--- src/rtl/imem_responder.sv ---
// ============================================================================
// imem_responder
// ----------------------------------------------------------------------------
// Instruction-memory side of the fetch interface. Fetch presents a byte PC;
// the word is read from a small word-addressed RAM (or flagged as a fault),
// carried down a fixed-length pipeline and dropped into a response queue that
// decode drains under its own backpressure. A flush discards everything in
// flight or queued so a redirected fetch stream starts clean. The RAM is
// filled through a separate load port.
//
// Parameters
//   DEPTH      instruction words stored (power of 2, >= 2)
//   LATENCY    cycles from request accept to earliest rsp_valid (1..4)
//   RSP_DEPTH  response queue entries (>= LATENCY)
//
// Ports
//   clk          rising-edge clock
//   reset        asynchronous, active-low reset
//   req_valid_F  fetch presents a request
//   req_addr_F   byte address (PC) of the instruction
//   req_ready    request accepted when req_valid_F && req_ready
//   flush        drop all in-flight and queued responses
//   rsp_valid    rsp_* fields valid
//   rsp_ready    consumer takes the response when rsp_valid && rsp_ready
//   rsp_instr    instruction word (0 on fault)
//   rsp_addr     PC of the request this response answers
//   rsp_fault    misaligned PC or PC beyond the end of the RAM
//   ld_en        write ld_data into word ld_addr at the clock edge
//   ld_addr      word index for load
//   ld_data      word to load
// ============================================================================
module imem_responder #(
    parameter int unsigned DEPTH     = 64,
    parameter int unsigned LATENCY   = 2,
    parameter int unsigned RSP_DEPTH = 4
) (
    input  logic                     clk,
    input  logic                     reset,
    input  logic                     req_valid_F,
    input  logic [63:0]              req_addr_F,
    output logic                     req_ready,
    input  logic                     flush,
    output logic                     rsp_valid,
    input  logic                     rsp_ready,
    output logic [31:0]              rsp_instr,
    output logic [63:0]              rsp_addr,
    output logic                     rsp_fault,
    input  logic                     ld_en,
    input  logic [$clog2(DEPTH)-1:0] ld_addr,
    input  logic [31:0]              ld_data
);

    localparam int unsigned AW = $clog2(DEPTH);
    // Pointer width; a single-entry queue still needs a 1-bit pointer.
    localparam int unsigned PW = (RSP_DEPTH > 1) ? $clog2(RSP_DEPTH) : 1;
    // Occupancy width: wide enough for in-flight stages plus a full queue.
    localparam int unsigned OW = $clog2(RSP_DEPTH + LATENCY + 1);

    typedef struct packed {
        logic [63:0] addr;
        logic [31:0] instr;
        logic        fault;
    } rsp_entry_t;

    // ------------------------------------------------------------------------
    // Instruction RAM
    // ------------------------------------------------------------------------
    logic [31:0] mem [DEPTH];

    // NOTE: the RAM has no reset; its contents must survive reset, and a
    // resettable array would also prevent it mapping onto a RAM macro.
    always_ff @(posedge clk) begin
        if (ld_en) begin
            mem[ld_addr] <= ld_data;
        end
    end

    // ------------------------------------------------------------------------
    // Request accept and read
    // ------------------------------------------------------------------------
    logic            acc;
    logic            misaligned;
    logic            out_of_range;
    logic [AW-1:0]   rd_idx;
    rsp_entry_t      acc_entry;
    logic [OW-1:0]   inflight;
    logic [OW-1:0]   count_q;
    logic [OW-1:0]   occupancy;

    // Credits come from registered state only, so req_ready never depends
    // on req_valid_F or rsp_ready within the same cycle.
    assign occupancy = inflight + count_q;
    assign req_ready = (occupancy < OW'(RSP_DEPTH));
    assign acc       = req_valid_F && req_ready;

    assign rd_idx       = req_addr_F[2 +: AW];
    assign misaligned   = |req_addr_F[1:0];
    assign out_of_range = |req_addr_F[63:2+AW];

    // The read happens in the accept cycle, before any same-edge load lands,
    // so a coincident load is seen only by later requests.
    always_comb begin
        // NOTE: every field gets a value on every path so no latch is inferred.
        acc_entry.addr  = req_addr_F;
        acc_entry.fault = misaligned || out_of_range;
        acc_entry.instr = 32'h0;
        if (!(misaligned || out_of_range)) begin
            acc_entry.instr = mem[rd_idx];
        end
    end

    // ------------------------------------------------------------------------
    // Read pipeline: LATENCY-1 registered stages between accept and queue.
    // ------------------------------------------------------------------------
    logic       push_v;
    rsp_entry_t push_entry;

    if (LATENCY > 1) begin : g_pipe
        localparam int unsigned NSTG = LATENCY - 1;

        logic [NSTG-1:0] stg_valid_q;
        rsp_entry_t      stg_data_q [NSTG];

        // A request accepted in the flush cycle belongs to the new stream and
        // is kept; everything older is dropped.
        // NOTE: sequential state uses non-blocking assignments so every
        // register samples pre-edge values regardless of statement order.
        always_ff @(posedge clk or negedge reset) begin
            if (!reset) begin
                stg_valid_q <= '0;
            end else begin
                stg_valid_q[0] <= acc;
                for (int i = 1; i < int'(NSTG); i++) begin
                    stg_valid_q[i] <= stg_valid_q[i-1] && !flush;
                end
            end
        end

        // Payload is qualified by the valid bits, so it carries no reset.
        always_ff @(posedge clk) begin
            if (acc) begin
                stg_data_q[0] <= acc_entry;
            end
            for (int i = 1; i < int'(NSTG); i++) begin
                stg_data_q[i] <= stg_data_q[i-1];
            end
        end

        assign push_v     = stg_valid_q[NSTG-1] && !flush;
        assign push_entry = stg_data_q[NSTG-1];
        assign inflight   = OW'($countones(stg_valid_q));
    end else begin : g_nopipe
        // Single-cycle latency: the read result goes straight into the queue.
        assign push_v     = acc;
        assign push_entry = acc_entry;
        assign inflight   = '0;
    end

    // ------------------------------------------------------------------------
    // Response queue
    // ------------------------------------------------------------------------
    rsp_entry_t    q_mem [RSP_DEPTH];
    logic [PW-1:0] rd_ptr_q;
    logic [PW-1:0] wr_ptr_q;
    logic [PW-1:0] wr_idx;
    logic          pop;
    rsp_entry_t    head;

    function automatic logic [PW-1:0] next_ptr(input logic [PW-1:0] p);
        return (p == PW'(RSP_DEPTH - 1)) ? '0 : p + PW'(1);
    endfunction

    assign rsp_valid = (count_q != '0);
    assign pop       = rsp_valid && rsp_ready;

    // On flush the queue restarts at slot 0; only a surviving push lands.
    assign wr_idx = flush ? '0 : wr_ptr_q;

    always_ff @(posedge clk or negedge reset) begin
        if (!reset) begin
            rd_ptr_q <= '0;
            wr_ptr_q <= '0;
            count_q  <= '0;
        end else if (flush) begin
            rd_ptr_q <= '0;
            wr_ptr_q <= push_v ? next_ptr('0) : '0;
            count_q  <= OW'(push_v);
        end else begin
            if (push_v) begin
                wr_ptr_q <= next_ptr(wr_ptr_q);
            end
            if (pop) begin
                rd_ptr_q <= next_ptr(rd_ptr_q);
            end
            count_q <= count_q + OW'(push_v) - OW'(pop);
        end
    end

    always_ff @(posedge clk) begin
        if (push_v) begin
            q_mem[wr_idx] <= push_entry;
        end
    end

    // Outputs read zero whenever nothing is valid, including straight out of
    // reset, even though the queue storage itself is not reset.
    assign head      = q_mem[rd_ptr_q];
    assign rsp_instr = rsp_valid ? head.instr : 32'h0;
    assign rsp_addr  = rsp_valid ? head.addr  : 64'h0;
    assign rsp_fault = rsp_valid ? head.fault : 1'b0;

endmodule

--- config.mk ---
export PLATFORM = sky130hd
export DESIGN_NAME = imem_responder
export DESIGN_NICKNAME = d
export VERILOG_FILES = /design/src/rtl/imem_responder.sv
export SDC_FILE = /design/constraint.sdc
export NUM_CORES = 2
export LEC_CHECK = 0
export CAP_MARGIN = 10
export CORE_MARGIN = 3
export CORE_UTILIZATION = 56
export DETAILED_ROUTE_END_ITERATION = 8
export GPL_TIMING_DRIVEN = 0
export PLACE_DENSITY = 0.76
export SLEW_MARGIN = 20
export SYNTH_ARGS = -nofsm -noshare
export SYNTH_HDL_FRONTEND = slang
export SYNTH_SLANG_ARGS = --single-unit
export TNS_END_PERCENT = 1
--- constraint.sdc ---
create_clock -name clk -period 8.9 [get_ports clk]
set_clock_uncertainty 0.15 [all_clocks]
set_input_delay 1.78 -clock clk [delete_from_list [all_inputs] [get_ports clk]]
set_output_delay 1.78 -clock clk [all_outputs]
set_load 0.01 [all_outputs]
# Yosys cells after proc, flatten, opt, wreduce, memory -nomap -nowiden
# Memories as Yosys holds them, arrays and structs flattened.
# Index checks and enable logic that the tools add are counted.
[totals]
ff_bits = 8
mem_bits_rw = 2533
wordCells = 44
mem_count = 3
[memory_table]
columns = ["memory", "depth", "word_bits", "read_ports", "rd_ports_with_merged_regs", "wr", "line_no", "source"]
rows = [
  ["mem", 64, 32, 1, 0, 1, "68", "logic [31:0] mem [DEPTH];"],
  ["q_mem", 4, 97, 1, 0, 1, "162", "rsp_entry_t q_mem [RSP_DEPTH];"],
  ["g_pipe.stg_data_q", 1, 97, 1, 0, 1, "122", "rsp_entry_t stg_data_q [NSTG];"],
]
[op_classes]
n_addsub = 5
magnitude_cmp = 1
n_eq_ne = 2
muxes = 19
n_reduce_logical = 10
[ops]
columns = ["cell", "n"]
rows = [
  ["$mux 32", 2],
  ["$mux 64", 1],
  ["$reduce_or 56->1", 1],
  ["$mux 2", 7],
  ["$mux 1", 8],
  ["$add 2x1->2 const B", 2],
  ["$eq 2x2->1 const B", 2],
  ["$reduce_bool 2->1", 2],
  ["$add 1x3->3", 1],
  ["$add 3x1->3", 1],
  ["$logic_and 1x1->1", 3],
  ["$lt 3x3->1 const B", 1],
  ["$mux 3", 1],
  ["$reduce_bool 3->1", 1],
  ["$sub 3x1->3", 1],
  ["$reduce_or 2->1", 1],
  ["$logic_not 1->1", 1],
  ["$logic_or 1x1->1", 1],
]

# Logic depth before layout (Yosys ltp)
[depth]
depth_word = 5
ltp_mapped = 11
ltp_nobuf = 10

# Least setup slack after synthesis
# No wires, ideal clock.
[synth_timing]
kind = "input -> register"
startpoint = "input port flush"
endpoint = "memory q_mem[2][0] (netlist bit), enable pin"
setup_ps = 692
t_arrival_ps = 9228
required_ps = 8058
slack_ps = -1170
path_stages = 3
n_path_buf = 1
cell_sequence = "clkbuf_1 -> nand2b_1 -> nor3b_1"
[synth_via]
elab_chain_cells = 4
elab_cells_between_ends = 5
[synth_rtl]
columns = ["element", "line_no", "source"]
rows = [
  ["from (decl)", "42", "input logic flush,"],
  ["$logic_not 1->1", "149", "assign push_v = stg_valid_q[NSTG-1] && !flush;"],
  ["$logic_and 1x1->1", "149", ""],
  ["$mux 1", "200", "if (push_v) begin"],
  ["$mux 1 (implied by the code)", "201", "q_mem[wr_idx] <= push_entry;"],
  ["to (decl)", "162", ""],
]
# Parallel ways exist; a longest one is shown, timed or not.

# Worst setup path in the final report
[layout_timing]
startpoint = "input port req_addr_F[6]"
endpoint = "memory g_pipe.stg_data_q[0][23] (netlist bit) (data pin)"
[layout_via]
elab_chain_cells = 2
[layout_rtl]
columns = ["element", "line_no", "source"]
rows = [
  ["from (decl)", "40", "input logic [63:0] req_addr_F,"],
  ["$mem_v2 64x32", "n/a", ""],
  ["$mux 32", "107", "if (!(misaligned || out_of_range)) begin"],
  ["to (decl)", "122", ""],
]
# Every way passes these cells.

==> metrics.md <==
| Metric | Value |
|---|---|
| Sequential fraction of the synthesis area | `79.2%` |
| Hold Path Cell Cnt | `0` |
| Die area | `177000 sq um` |
| Final Cell Area | `113000 sq um` |
| Worst hold margin | `0.341 ns` |
| PnR Total Power | `25900 uW` |
| Die Ht | `around 420 um` |
| Post-cts resize count | `0` |
| CTS Sinks | `between 2000 and 3000` |
| Hold Fails Final Rpt | `0` |
| Final slew viol count | `0` |
| Worst-path clk slew | `roughly 0.06 ns` |
| Share of cells above drive strength 1 | `between 30% and 40%` |
| Avg Inst Size Synth | `24.7 sq um` |
| Worst Hold Endpoint | `q_mem[2][75]` |
| Clock group share of total power | `37.3%` |
| Gr usage total | `about a third` |
| Switching fraction of total power | `~23%` |
| Row cnt | `between 150 and 200` |
| DR vias/cell | `6.98` |
| Pwr/cell area | `230 nW/um^2` |
| FF-to-FF End | `g_pipe.stg_data_q[0][19]` |
| First-pass GRT wire length | `approximately 380 mm` |
| Largest net degree at the start of global routing | `65` |
| Crit path capture type | `flop` |
| Synth cell count leaders | `edfxtp_1, mux4_2, and2_1` |
| Synth cell types | `48` |
| Number of synthesis warnings | `0` |
| Slew HR | `around a tenth` |
| FF-to-FF setup slack | `between 5 and 6 ns` |
| CTS buffer count | `230` |
| Synthesized instance count | `3896` |
| Port bufs | `202` |
| Initial antenna violation count | `30` |
| Vias | `48500` |
| Root Buffer | `clkbuf_16` |
| Post-Route WL | `274 mm` |
| P_sw | `6000 uW` |
| Initial DRC count | `7956` |
| Worst r2r src | `mem[30][18]` |
| DRC violations left | `0` |
| Critical-path cell list | `clkdlybuf4s50_1, inv_2, buf_2, clkbuf_1, clkbuf_1, a211oi_1, a211oi_1` |
| Int Power | `19900 uW` |
| Yosys top cell area share | `79.0%` |
| Layout Utilization | `66.2%` |
| Logic pwr share | `10.3%` |
| Final net count | `around 4600` |
| GP Congestion | `0.827` |
| Critical Path Fanout Max | `10` |
| Post-synthesis cell area | `96300 sq um` |
| DRT Pass-1 Iters | `6` |
| Post-CTS Hold Buffers | `0` |
| CP max-delay cell | `a211oi_1` |
| CTS max path bufs | `3` |
| Synth Flop Type | `edfxtp_1` |
| DP Area | `roughly 110000 sq um` |
| Post-CTS setup buffers | `0` |
| R2r worst-path depth | `5` |
| Top-count cell post-synth | `edfxtp_1` |
| Status | `completed` |
| Critical Path Max Stage Delay | `roughly 1 ns` |
| RSZ-0062 raised after global routing | `false` |
| Hold/Removal Path Class | `reg -> reg` |
| Starting Density | `56.6%` |
| Max Cap Viol | `0` |
| Vias in the first global route | `just under 50000` |
| Startpoint Class | `primary input` |
| Detail Route Antenna Nets | `0` |
| Minimum clock period | `~6.3 ns` |
| Crit path required time | `9.27 ns` |
| Final Non-Filler Cells | `a little under 7000` |
| CTS H-Tree Depth | `4` |
| Total core area | `170000 sq um` |
| CTS tree | `yes` |
| Avg WL per Cell | `39.5 um` |
| Layout area overhead | `17.0%` |
| #FFs+latches synth | `2541` |
| Peak VDD IR | `207 uV` |
| Synth area leader | `edfxtp_1` |
| Top Ports | `207` |
| CP delay by family, top | `buffers and inverters` |
| Die width | `421 um` |
| Seq pwr share | `52.4%` |
| Placed cells | `6499` |
| Actual slew at the worst max-slew pin | `1.34 ns` |
| Largest cells by area after synthesis | `edfxtp_1, mux4_2, and2_1, a211oi_1, clkbuf_1` |
| Share of synthesized registers carrying an async set or reset | `less than 1%` |
| DPL Wire Length | `169 mm` |
| Static Leakage | `0.0350 uW` |
| CP Data Arrival Time | `about 6.7 ns` |
| Hold wc startpoint | `g_pipe.stg_data_q[0][75]` |
| WP buf/inv | `5` |
| Post-synth EDFFs | `about 2500` |
| Clk_lat worst skew | `0.88 ns` |
| CP Class | `in -> reg` |
| Endpoints failing setup | `0` |
| Remaining Overflow, GRT | `0` |
| Fmax | `159 MHz` |
| Syn Nets | `4009` |
| Fin crit share | `70.5%` |
## stage by stage
stage,setup slack (ns),TNS (ns)
6_report,2.62,0
5_1_grt,2.80,0
4_1_cts,2.82,0
3_5_place_dp,2.00,0
3_3_place_gp,-6.71,-1856.66
2_1_floorplan,-1.17,-286.82
## state kept, by name, summed over array words and instances, names as in the netlist
register            cells
q_mem                 388
rd_ptr_q                2
wr_ptr_q                2
g_pipe.stg_valid_q      1
g_pipe.stg_data_q      97
count_q                 3
mem                  2048
## metal layers
| layer | routed length (um) | share of wire [%] | global-route usage [%] |
|---|---|---|---|
| met5 | 212 | 0.077 | 0 |
| met4 | 14800 | 5.4 | 15.1 |
| met3 | 36700 | 13 | 9.55 |
| met2 | 133000 | 49 | 50.1 |
| met1 | 89200 | 33 | 40.0 |
## cell usage in the layout, fill, tap and decap left out, types with 5 or more instances in the layout
master	Yosys	routed
nand2_1	24	24
nor2_4	0	64
buf_2	60	87
nand3_1	9	9
clkbuf_1	82	129
buf_6	18	26
nor4_1	14	14
nand3b_1	5	5
nor2b_1	10	10
nor2_1	77	13
bufinv_16	0	14
a21oi_1	13	13
a22oi_1	11	11
mux2i_1	30	30
clkbuf_16	0	234
mux4_2	725	725
clkbuf_2	0	6
and2_1	119	118
clkinv_1	0	56
buf_4	7	47
inv_1	6	6
a211oi_1	47	38
buf_16	0	86
dfrtp_1	8	8
a211oi_2	0	9
clkinvlp_4	0	12
buf_12	0	57
diode_2	0	17
clkdlybuf4s50_1	0	170
clkinv_2	0	50
edfxtp_1	2533	2533
a31oi_1	6	6
buf_1	39	35
## layout make-up
| class | instances | area [sq um] |
|---|---|---|
| inverters | 7 | 26.3 |
| fillers | 9948 | 57400 |
| flip-flops and latches | 2541 | 76300 |
| plain buffers | 206 | 1020 |
| repair buffers | 386 | 5740 |
| clock inverters | 145 | 1190 |
| diodes | 17 | 42.5 |
| well taps | 2218 | 2780 |
| clock buffers | 286 | 6050 |
| multi-input cells | 1142 | 19500 |
## power by group through the flow
stage | clock, uW | sequential [uW] | combinational (uW)
2_1_floorplan | 0 | 13800 | 1310
3_3_place_gp | 0 | 13900 | 2480
3_5_place_dp | 0 | 13900 | 2620
4_1_cts | 9710 | 13600 | 2660
5_1_grt | 10200 | 13600 | 2800
6_report | 9670 | 13600 | 2660
## logic make-up (layout without fill, tap and decap cells)
family,count (synthesis),count (layout),share of synthesized area (%)
other,0,17,0
DFF,2541,2541,79.2
adders and majority gates,5,5,0.0728
buffers and inverters,213,1030,1.08
and+or+nand+nor,282,282,1.58
AOI/OAI and AO/OA,93,93,0.689
muxes,759,759,17.3
xor gates and xnor gates,3,3,0.0273
## worst max path at each step
stage,slack [ns],start,endpoint,cells after the start
2_1_floorplan,-1.17,flush,q_mem[2][0],3
3_3_place_gp,-6.71,flush,q_mem[1][41],3
3_5_place_dp,2.00,req_addr_F[3],g_pipe.stg_data_q[0][19],9
4_1_cts,2.82,rd_ptr_q[0],rsp_instr[17],5
5_1_grt,2.80,rd_ptr_q[0],rsp_instr[19],5
6_report,2.62,req_addr_F[6],g_pipe.stg_data_q[0][23],7
Note: power is estimated with default switching activity, not from simulation.
